[src/rtl/mac_arbiter_if.sv]
`default_nettype none
// ============================================================================
//  Module   : mac_arbiter_if
//  Brief    : Bundle of request, shared-pipeline and result signals between
//             the two-requester MAC arbiter and its environment.
//  Revision : 1.0 - initial release
// ============================================================================
interface mac_arbiter_if #(
    parameter int size          = 8,
    parameter int DATA_OUT_size = 16
);
    logic                     en;

    logic                     req0_valid;
    logic [size-1:0]          req0_a;
    logic [size-1:0]          req0_b;
    logic [size-1:0]          req0_c;
    logic                     req0_ready;

    logic                     req1_valid;
    logic [size-1:0]          req1_a;
    logic [size-1:0]          req1_b;
    logic [size-1:0]          req1_c;
    logic                     req1_ready;

    logic [size-1:0]          mac_a;
    logic [size-1:0]          mac_b;
    logic [size-1:0]          mac_c;
    logic [DATA_OUT_size-1:0] mac_out;

    logic                     res_valid;
    logic                     res_id;
    logic [DATA_OUT_size-1:0] res_data;
    logic                     busy;

    // Environment side: requesters, shared pipeline and result consumer.
    modport master (
        output en,
        output req0_valid, req0_a, req0_b, req0_c,
        input  req0_ready,
        output req1_valid, req1_a, req1_b, req1_c,
        input  req1_ready,
        input  mac_a, mac_b, mac_c,
        output mac_out,
        input  res_valid, res_id, res_data, busy
    );

    // Arbiter side.
    modport slave (
        input  en,
        input  req0_valid, req0_a, req0_b, req0_c,
        output req0_ready,
        input  req1_valid, req1_a, req1_b, req1_c,
        output req1_ready,
        output mac_a, mac_b, mac_c,
        input  mac_out,
        output res_valid, res_id, res_data, busy
    );
endinterface
`default_nettype wire

[src/rtl/mac_arbiter.sv]
`default_nettype none
// ============================================================================
//  Module   : mac_arbiter
//  Brief    : Round-robin scheduler sharing one A*B+C pipeline between two
//             requesters. A {valid,id} tag travels alongside each issue so
//             the result leaving the pipeline is labelled with its owner.
//             Optional feature macro: MAC_ARB_CNT_EN adds per-requester
//             16-bit transfer counters cnt0/cnt1.
//  Revision : 1.0 - initial release
// ============================================================================
module mac_arbiter #(
    parameter int size          = 8,
    parameter int DATA_OUT_size = 16,
    parameter int LATENCY       = 3     // must be >= 1
) (
    input  wire logic         clock,
    input  wire logic         reset,
    mac_arbiter_if.slave      bus
`ifdef MAC_ARB_CNT_EN
    ,
    output logic [15:0]       cnt0,
    output logic [15:0]       cnt1
`endif
);

    typedef enum logic [1:0] {
        S_IDLE   = 2'd0,
        S_ACTIVE = 2'd1,
        S_DRAIN  = 2'd2
    } state_t;

    state_t                   state_q;
    state_t                   state_d;

    // Requester granted by the most recent transfer.
    logic                     last_grant_q;

    logic [LATENCY-1:0]       tag_valid_q;
    logic [LATENCY-1:0]       tag_id_q;

    logic                     grant0;
    logic                     grant1;
    logic                     transfer;
    logic                     tags_pending;
    logic [size-1:0]          op_a;
    logic [size-1:0]          op_b;
    logic [size-1:0]          op_c;
    logic [DATA_OUT_size-1:0] result;

    assign transfer     = (grant0 & bus.req0_valid) | (grant1 & bus.req1_valid);
    assign tags_pending = |tag_valid_q;

    // State register.
    always_ff @(posedge clock) begin
        if (reset) begin
            state_q <= S_IDLE;
        end else begin
            state_q <= state_d;
        end
    end

    // Next-state logic: DRAIN only returns to IDLE once every tag has left.
    always_comb begin
        state_d = state_q;
        case (state_q)
            S_IDLE:   if (bus.en) state_d = S_ACTIVE;
            S_ACTIVE: if (!bus.en) state_d = S_DRAIN;
            S_DRAIN: begin
                if (bus.en) begin
                    state_d = S_ACTIVE;
                end else if (!tags_pending) begin
                    state_d = S_IDLE;
                end
            end
            default:  state_d = S_IDLE;
        endcase
    end

    // Round-robin grant, only while ACTIVE; contention goes to the requester
    // that did not win the previous transfer.
    always_comb begin
        grant0 = 1'b0;
        grant1 = 1'b0;
        if (state_q == S_ACTIVE) begin
            if (bus.req0_valid && bus.req1_valid) begin
                if (last_grant_q) begin
                    grant0 = 1'b1;
                end else begin
                    grant1 = 1'b1;
                end
            end else if (bus.req0_valid) begin
                grant0 = 1'b1;
            end else if (bus.req1_valid) begin
                grant1 = 1'b1;
            end
        end
    end

    // Operand mux towards the shared pipeline; zero when nothing is issued.
    always_comb begin
        op_a = '0;
        op_b = '0;
        op_c = '0;
        if (grant0) begin
            op_a = bus.req0_a;
            op_b = bus.req0_b;
            op_c = bus.req0_c;
        end else if (grant1) begin
            op_a = bus.req1_a;
            op_b = bus.req1_b;
            op_c = bus.req1_c;
        end
    end

    // Remember the last winner. Reset to requester 1 so requester 0 takes
    // the first contention.
    always_ff @(posedge clock) begin
        if (reset) begin
            last_grant_q <= 1'b1;
        end else if (transfer) begin
            last_grant_q <= grant1;
        end
    end

    // Tag shift register mirroring the pipeline depth; advances every clock
    // since results are never back-pressured.
    always_ff @(posedge clock) begin
        if (reset) begin
            tag_valid_q <= '0;
            tag_id_q    <= '0;
        end else begin
            tag_valid_q[0] <= transfer;
            tag_id_q[0]    <= grant1;
            for (int i = 1; i < LATENCY; i++) begin
                tag_valid_q[i] <= tag_valid_q[i-1];
                tag_id_q[i]    <= tag_id_q[i-1];
            end
        end
    end

`ifdef MAC_ARB_CNT_EN
    // Per-requester transfer counters, wrapping naturally at 16 bits.
    always_ff @(posedge clock) begin
        if (reset) begin
            cnt0 <= 16'd0;
            cnt1 <= 16'd0;
        end else begin
            if (grant0 && bus.req0_valid) cnt0 <= cnt0 + 16'd1;
            if (grant1 && bus.req1_valid) cnt1 <= cnt1 + 16'd1;
        end
    end
`else
    // Transfer counters are not built in this configuration.
`endif

    assign result         = bus.mac_out;

    assign bus.req0_ready = grant0;
    assign bus.req1_ready = grant1;
    assign bus.mac_a      = op_a;
    assign bus.mac_b      = op_b;
    assign bus.mac_c      = op_c;
    assign bus.res_valid  = tag_valid_q[LATENCY-1];
    assign bus.res_id     = tag_id_q[LATENCY-1];
    assign bus.res_data   = result;
    assign bus.busy       = (state_q != S_IDLE) | tags_pending;

endmodule
`default_nettype wire

[src/flat_wrapper.sv]
// flat-port wrapper written by rule: the top's interface ports become plain ports
module mac_arbiter_flat 
#(
    parameter int size          = 8,
    parameter int DATA_OUT_size = 16,
    parameter int LATENCY       = 3                    
)
  (clock, reset, bus_en, bus_req0_valid, bus_req0_a, bus_req0_b, bus_req0_c, bus_req0_ready, bus_req1_valid, bus_req1_a, bus_req1_b, bus_req1_c, bus_req1_ready, bus_mac_a, bus_mac_b, bus_mac_c, bus_mac_out, bus_res_valid, bus_res_id, bus_res_data, bus_busy);
  mac_arbiter_if #(.size(size), .DATA_OUT_size(DATA_OUT_size)) bus_i ();
  input  wire logic clock;
  input  wire logic reset;
  input wire logic [$bits(bus_i.en)-1:0] bus_en;
  input wire logic [$bits(bus_i.req0_valid)-1:0] bus_req0_valid;
  input wire logic [$bits(bus_i.req0_a)-1:0] bus_req0_a;
  input wire logic [$bits(bus_i.req0_b)-1:0] bus_req0_b;
  input wire logic [$bits(bus_i.req0_c)-1:0] bus_req0_c;
  output wire logic [$bits(bus_i.req0_ready)-1:0] bus_req0_ready;
  input wire logic [$bits(bus_i.req1_valid)-1:0] bus_req1_valid;
  input wire logic [$bits(bus_i.req1_a)-1:0] bus_req1_a;
  input wire logic [$bits(bus_i.req1_b)-1:0] bus_req1_b;
  input wire logic [$bits(bus_i.req1_c)-1:0] bus_req1_c;
  output wire logic [$bits(bus_i.req1_ready)-1:0] bus_req1_ready;
  output wire logic [$bits(bus_i.mac_a)-1:0] bus_mac_a;
  output wire logic [$bits(bus_i.mac_b)-1:0] bus_mac_b;
  output wire logic [$bits(bus_i.mac_c)-1:0] bus_mac_c;
  input wire logic [$bits(bus_i.mac_out)-1:0] bus_mac_out;
  output wire logic [$bits(bus_i.res_valid)-1:0] bus_res_valid;
  output wire logic [$bits(bus_i.res_id)-1:0] bus_res_id;
  output wire logic [$bits(bus_i.res_data)-1:0] bus_res_data;
  output wire logic [$bits(bus_i.busy)-1:0] bus_busy;
  assign bus_i.en = bus_en;
  assign bus_i.req0_valid = bus_req0_valid;
  assign bus_i.req0_a = bus_req0_a;
  assign bus_i.req0_b = bus_req0_b;
  assign bus_i.req0_c = bus_req0_c;
  assign bus_req0_ready = bus_i.req0_ready;
  assign bus_i.req1_valid = bus_req1_valid;
  assign bus_i.req1_a = bus_req1_a;
  assign bus_i.req1_b = bus_req1_b;
  assign bus_i.req1_c = bus_req1_c;
  assign bus_req1_ready = bus_i.req1_ready;
  assign bus_mac_a = bus_i.mac_a;
  assign bus_mac_b = bus_i.mac_b;
  assign bus_mac_c = bus_i.mac_c;
  assign bus_i.mac_out = bus_mac_out;
  assign bus_res_valid = bus_i.res_valid;
  assign bus_res_id = bus_i.res_id;
  assign bus_res_data = bus_i.res_data;
  assign bus_busy = bus_i.busy;
  mac_arbiter #(.size(size), .DATA_OUT_size(DATA_OUT_size), .LATENCY(LATENCY)) u_core (.clock(clock), .reset(reset), .bus(bus_i));
endmodule
[config.mk]
export PLATFORM = sky130hd
export DESIGN_NAME = mac_arbiter_flat
export DESIGN_NICKNAME = d
export VERILOG_FILES = /design/src/rtl/mac_arbiter_if.sv /design/src/rtl/mac_arbiter.sv /design/src/flat_wrapper.sv
export SDC_FILE = /design/constraint.sdc
export NUM_CORES = 1
export LEC_CHECK = 0
export CAP_MARGIN = 5
export CORE_MARGIN = 3
export CORE_UTILIZATION = 25
export CTS_BUF_LIST = sky130_fd_sc_hd__clkbuf_2 sky130_fd_sc_hd__clkbuf_4 sky130_fd_sc_hd__clkbuf_8
export DETAILED_ROUTE_END_ITERATION = 10
export GPL_TIMING_DRIVEN = 1
export HOLD_SLACK_MARGIN = 0.15
export PLACE_DENSITY = 0.92
export SYNTH_ARGS = -nofsm -noshare
export SYNTH_HDL_FRONTEND = slang
export SYNTH_SLANG_ARGS = --single-unit
[constraint.sdc]
create_clock -name clock -period 2.6 [get_ports clock]
set_input_delay 0.26 -clock clock [delete_from_list [all_inputs] [get_ports clock]]
set_output_delay 0.26 -clock clock [all_outputs]
set_load 0.01 [all_outputs]
[After elaboration in Yosys (flattened, before gate mapping)]
Cells that the tools add are included.
Word-level totals
  bits in registers: 9
  bits in latches: 0
  bits in writable memories: 0
  memory bits (read-only): 0
  input port bits: 69
  output and inout bits: 45
  memories kept: 0
Cells by class
  add/sub/neg operators: 0
  $mul: 0
  divide/modulo/power cells: 0
  $lt $le $gt $ge: 0
  equality and inequality tests: 5
  shift-type cells: 0
  muxes and demuxes: 20
  bitwise gates (word level): 4
  reductions and logical operators: 5
Operators by type and width (count)
  two-way mux 8 bit: 6
  two-way mux 1 bit: 9
  two-way mux 2 bit: 4
  one-hot mux 2 bit (3 select lines): 1
  inequality test 2 bit (second input constant): 2
  inequality test 3 bit (second input constant): 1
  AND reduction 3 bit: 1
  OR reduction 3 bit: 1
  AND 1 bit: 2
  equality test 2 x 1 -> 1 bit (second input constant): 1
  equality test 2 bit (second input constant): 1
  logical NOT 2 bit: 1
  OR 1 bit: 2
  nonzero test 2 bit: 1
  logical AND 1 bit: 1

[Longest topological paths before layout]
  depth in word-level cells: 6
  gate-level depth with buffers: 4
  gate-level depth less buffers: 3

[Worst setup path after synthesis]
OpenSTA, ideal clock, no wires.
  path kind: flip-flop to output port
  from: reg u_core.last_grant_q
  to: out bus_mac_b[5]
  arrival: 1.132 ns
  path slack: 1.208 ns
  cell stages (with the launch flop): 5
  path buffers: 1
  cell sequence: dfxtp_1 -> nor2b_2 -> nor3b_4 -> buf_6 -> a22o_1
On the way
  elaborated cells on any way between the ends: 8
  those cells by class: 8 x mux
RTL lines
  from (decl): line mac_arbiter.sv:36  | logic last_grant_q;
  from (signal assigned): line mac_arbiter.sv:121  | last_grant_q <= grant1;
  two-way mux 1 bit: line mac_arbiter.sv:86  | if (last_grant_q) begin
  two-way mux 1 bit: line mac_arbiter.sv:85  | if (bus.req0_valid && bus.req1_valid) begin
  two-way mux 1 bit: line mac_arbiter.sv:84  | if (state_q == S_ACTIVE) begin
  via bus_req0_ready: line flat_wrapper.sv:17  | output wire logic [$bits(bus_i.req0_ready)-1:0] bus_req0_ready;
  two-way mux 8 bit: line mac_arbiter.sv:104  | if (grant0) begin
  to (decl): line flat_wrapper.sv:24  | output wire logic [$bits(bus_i.mac_b)-1:0] bus_mac_b;
The timed path passes the listed nets, and every way through them passes these cells.

[Worst setup path in the final report]
  from: in bus_req1_valid
  to: out bus_mac_c[5]
On the way
  cells in the longest elaborated chain, start to end: 6
  elaborated cells on any way between the ends: 9
  those cells by class: 8 x mux; 1 x reduce/logical
RTL lines
  from (decl): line flat_wrapper.sv:18  | input wire logic [$bits(bus_i.req1_valid)-1:0] bus_req1_valid;
  two-way mux 1 bit: line mac_arbiter.sv:93  | end else if (bus.req1_valid) begin
  two-way mux 1 bit: line mac_arbiter.sv:91  | end else if (bus.req0_valid) begin
  two-way mux 1 bit: line mac_arbiter.sv:85
  two-way mux 1 bit: line mac_arbiter.sv:84
  two-way mux 8 bit: line mac_arbiter.sv:108  | end else if (grant1) begin
  two-way mux 8 bit *: line mac_arbiter.sv:104
  to (decl): line flat_wrapper.sv:25  | output wire logic [$bits(bus_i.mac_c)-1:0] bus_mac_c;
Every way passes the cells marked *; elsewhere a longest branch is shown, timed or not.

==> summary.md <==
| Metric | Value |
|---|---|
| Ys flop type | `dfxtp_1` |
| Fill count | `235` |
| Setup crit end kind | `output port` |
| Fmax | `427 MHz` |
| Synthesis-stage register bit count | `9` |
| Worst skew pair latency | `0.26 ns` |
| Total CTS buffers | `3` |
| P_leak | `0.555 nW` |
| Layout cell share with drive strength beyond 1 | `12.7%` |
| Worst Reg-to-Reg Cells | `3` |
| Final ANT Viol Nets | `0` |
| Setup_tns | `0 ns` |
| EDFF count, synth | `0` |
| Diode count | `0` |
| Crit-path slowest cell | `clkdlybuf4s50_1` |
| Setup bufs post-CTS | `0` |
| # nets final | `212` |
| Worst Setup Path Type | `input pin to output port` |
| Clock sink total | `9` |
| Largest net degree at the start of global routing | `26` |
| Power Density | `298 mW/mm²` |
| DR vias | `828` |
| Startpoint types | `input pin` |
| CP Depth | `6` |
| Max Cap Viol | `0` |
| Max Slew Vio Count | `0` |
| HPWL after DPL | `2.37 mm` |
| Number of global-route vias before repair | `868` |
| Worst path arrival time | `2.08 ns` |
| WP data required | `2.34 ns` |
| # rows | `18` |
| I/O pins | `114` |
| Hold WS | `0.442 ns` |
| DIE HEIGHT | `60.1 µm` |
| Peak VDD IR | `0.290 mV` |
| Worst-path clk slew | `0.06 ns` |
| Period utilization | `90.1%` |
| Hold Vio Cnt, Final | `0` |
| Worst path cell trace | `clkdlybuf4s50_1 -> nor2b_2 -> nor3b_4 -> buf_4 -> a22o_2 -> clkdlybuf4s50_1` |
| Async S/R FF share, synth | `0%` |
| Min cycle time layout | `2.34 ns` |
| Core ar. | `0.00264 mm²` |
| DRC errors left | `0` |
| Worst Path Buf+Inv | `3` |
| Warnings, synthesis | `0` |
| Synth area leaders | `dfxtp_1, a22o_1, buf_4, a22o_2, buf_6` |
| Detailed Routing Iterations Pass 1 | `3` |
| Die W | `60.1 µm` |
| Vias per inst | `4.81` |
| Clock buffer depth | `2` |
| GR Util All Layers | `14.4%` |
| Worst Hold Class | `register to register` |
| Netlist cell types | `20` |
| Synth area leader | `dfxtp_1` |
| Synth top area share | `24.6%` |
| Die ar. | `0.00361 mm²` |
| Clk root buf | `clkbuf_4` |
| Worst path top cell family by delay | `buffers and inverters` |
| Synthesized Nets | `145` |
| Final WL | `2.78 mm` |
| Cell count after synthesis | `76` |
| RSZ-0062 raised after global routing | `no` |
| CTS tree | `done` |
| Fin Clk Skew | `0.00201 ns` |
| Crit path max fanout | `25` |
| Area Growth Syn to Fin | `101%` |
| Status | `finished clean` |
| # port buffers | `81` |
| Final setup vio count | `0` |
| Initial DRC count | `49` |
| Relative slew slack | `78.7%` |
| Avg Cell Area, Syn | `9.63 µm²` |
| Worst slew pin tran | `0.318 ns` |
| Mapped cell area | `732 µm²` |
| H-Tree Depth | `1` |
| Routed len/inst | `16.2 µm` |
| GRT overflow | `0` |
| Initial antenna violation count | `0` |
| Initial Util | `27.8%` |
| CTS Hold Bufs | `0` |
| Largest stage delay, worst path | `0.54 ns` |
| Hold Path Depth | `1` |
| Synth cell count leaders | `a22o_1, buf_4, dfxtp_1` |
| GP Congestion | `0.715` |
| Post-CTS Resized | `0` |
| CP dominant cell by count | `clkdlybuf4s50_1` |
| Sequential share of the synthesized area | `24.6%` |
| First-pass GRT wire length | `3.95 mm` |
## cells by family (layout without fill, tap and decap cells)
kind of cell	Yosys count	in the layout	share of synthesized area, %
AND/OR/NAND/NOR	17	17	16.8
buffers and inverters	22	88	23.6
AO/OA/AOI/OAI	28	28	35.0
flip-flops	9	9	24.6
## through the flow
stage          total power, mW  cells  area, µm²  utilization [%]  setup slack (ns)
6_report                 0.438    172       1470             55.7             0.257
5_1_grt                  0.460    172       1470             55.7             0.179
4_1_cts                  0.444    172       1470             55.7             0.248
3_5_place_dp             0.326    168       1440             54.6             0.254
3_3_place_gp             0.322    168       1440             54.6             0.304
2_1_floorplan            0.226     76        732                -              1.21
## final cells by class
cell class | instances | area (µm²) | share of cell area [%]
Timing Repair Buffer | 83 | 838 | 57.1
Multi-Input combinational cell | 45 | 379 | 25.8
Sequential cell | 9 | 180 | 12.3
Tap cell | 30 | 37.5 | 2.56
Clock buffer | 4 | 30.0 | 2.04
Inverter | 1 | 3.75 | 0.256
## registers in the layout, indices dropped and copies added, names as in the netlist
name and count:
u_core.tag_id_q 3, u_core.state_q 2, u_core.last_grant_q 1, u_core.tag_valid_q 3
## routing by layer
| metal | GRT usage (%) | vias to the layer above | routed length (µm) |
|---|---|---|---|
| met5 | 0 | - | 0 |
| met4 | 3.48 | 0 | 0 |
| met3 | 3.67 | 0 | 271 |
| met2 | 29.0 | 53 | 1590 |
| met1 | 14.2 | 374 | 924 |
| li1 | - | 401 | - |
## power breakdown
group	internal (mW)	switching (mW)	total, mW
sequential	0.142	0.00407	0.146
combinational	0.123	0.0526	0.176
clock	0.0694	0.0468	0.116
## path summary, 6_finish.rpt
check | startpoint | to | slack, ns
worst max register to register | u_core.state_q[0] | u_core.tag_id_q[0] | 1.57
worst min-delay path | u_core.tag_id_q[1] | u_core.tag_id_q[2] | 0.44
worst max-delay path | bus_req1_valid | bus_mac_c[5] | 0.26
worst min register to register | u_core.tag_id_q[1] | u_core.tag_id_q[2] | 0.44
## cell usage in the layout (no fill, tap or decap), drive strengths merged
master         synthesis  final
nor2b                  5      5
nand2                  1      1
and2b                  1      1
nand3b                 2      2
clkdlybuf4s50          0     81
nor3                   2      2
inv                    1      1
clkbuf                 1      4
a211oi                 2      2
nor2                   2      2
nand2b                 1      1
nor3b                  1      1
buf                   20      2
or3                    2      2
a21oi                  2      2
a22o                  24     24
dfxtp                  9      9
No activity file was read; power rests on OpenSTA's default activity.
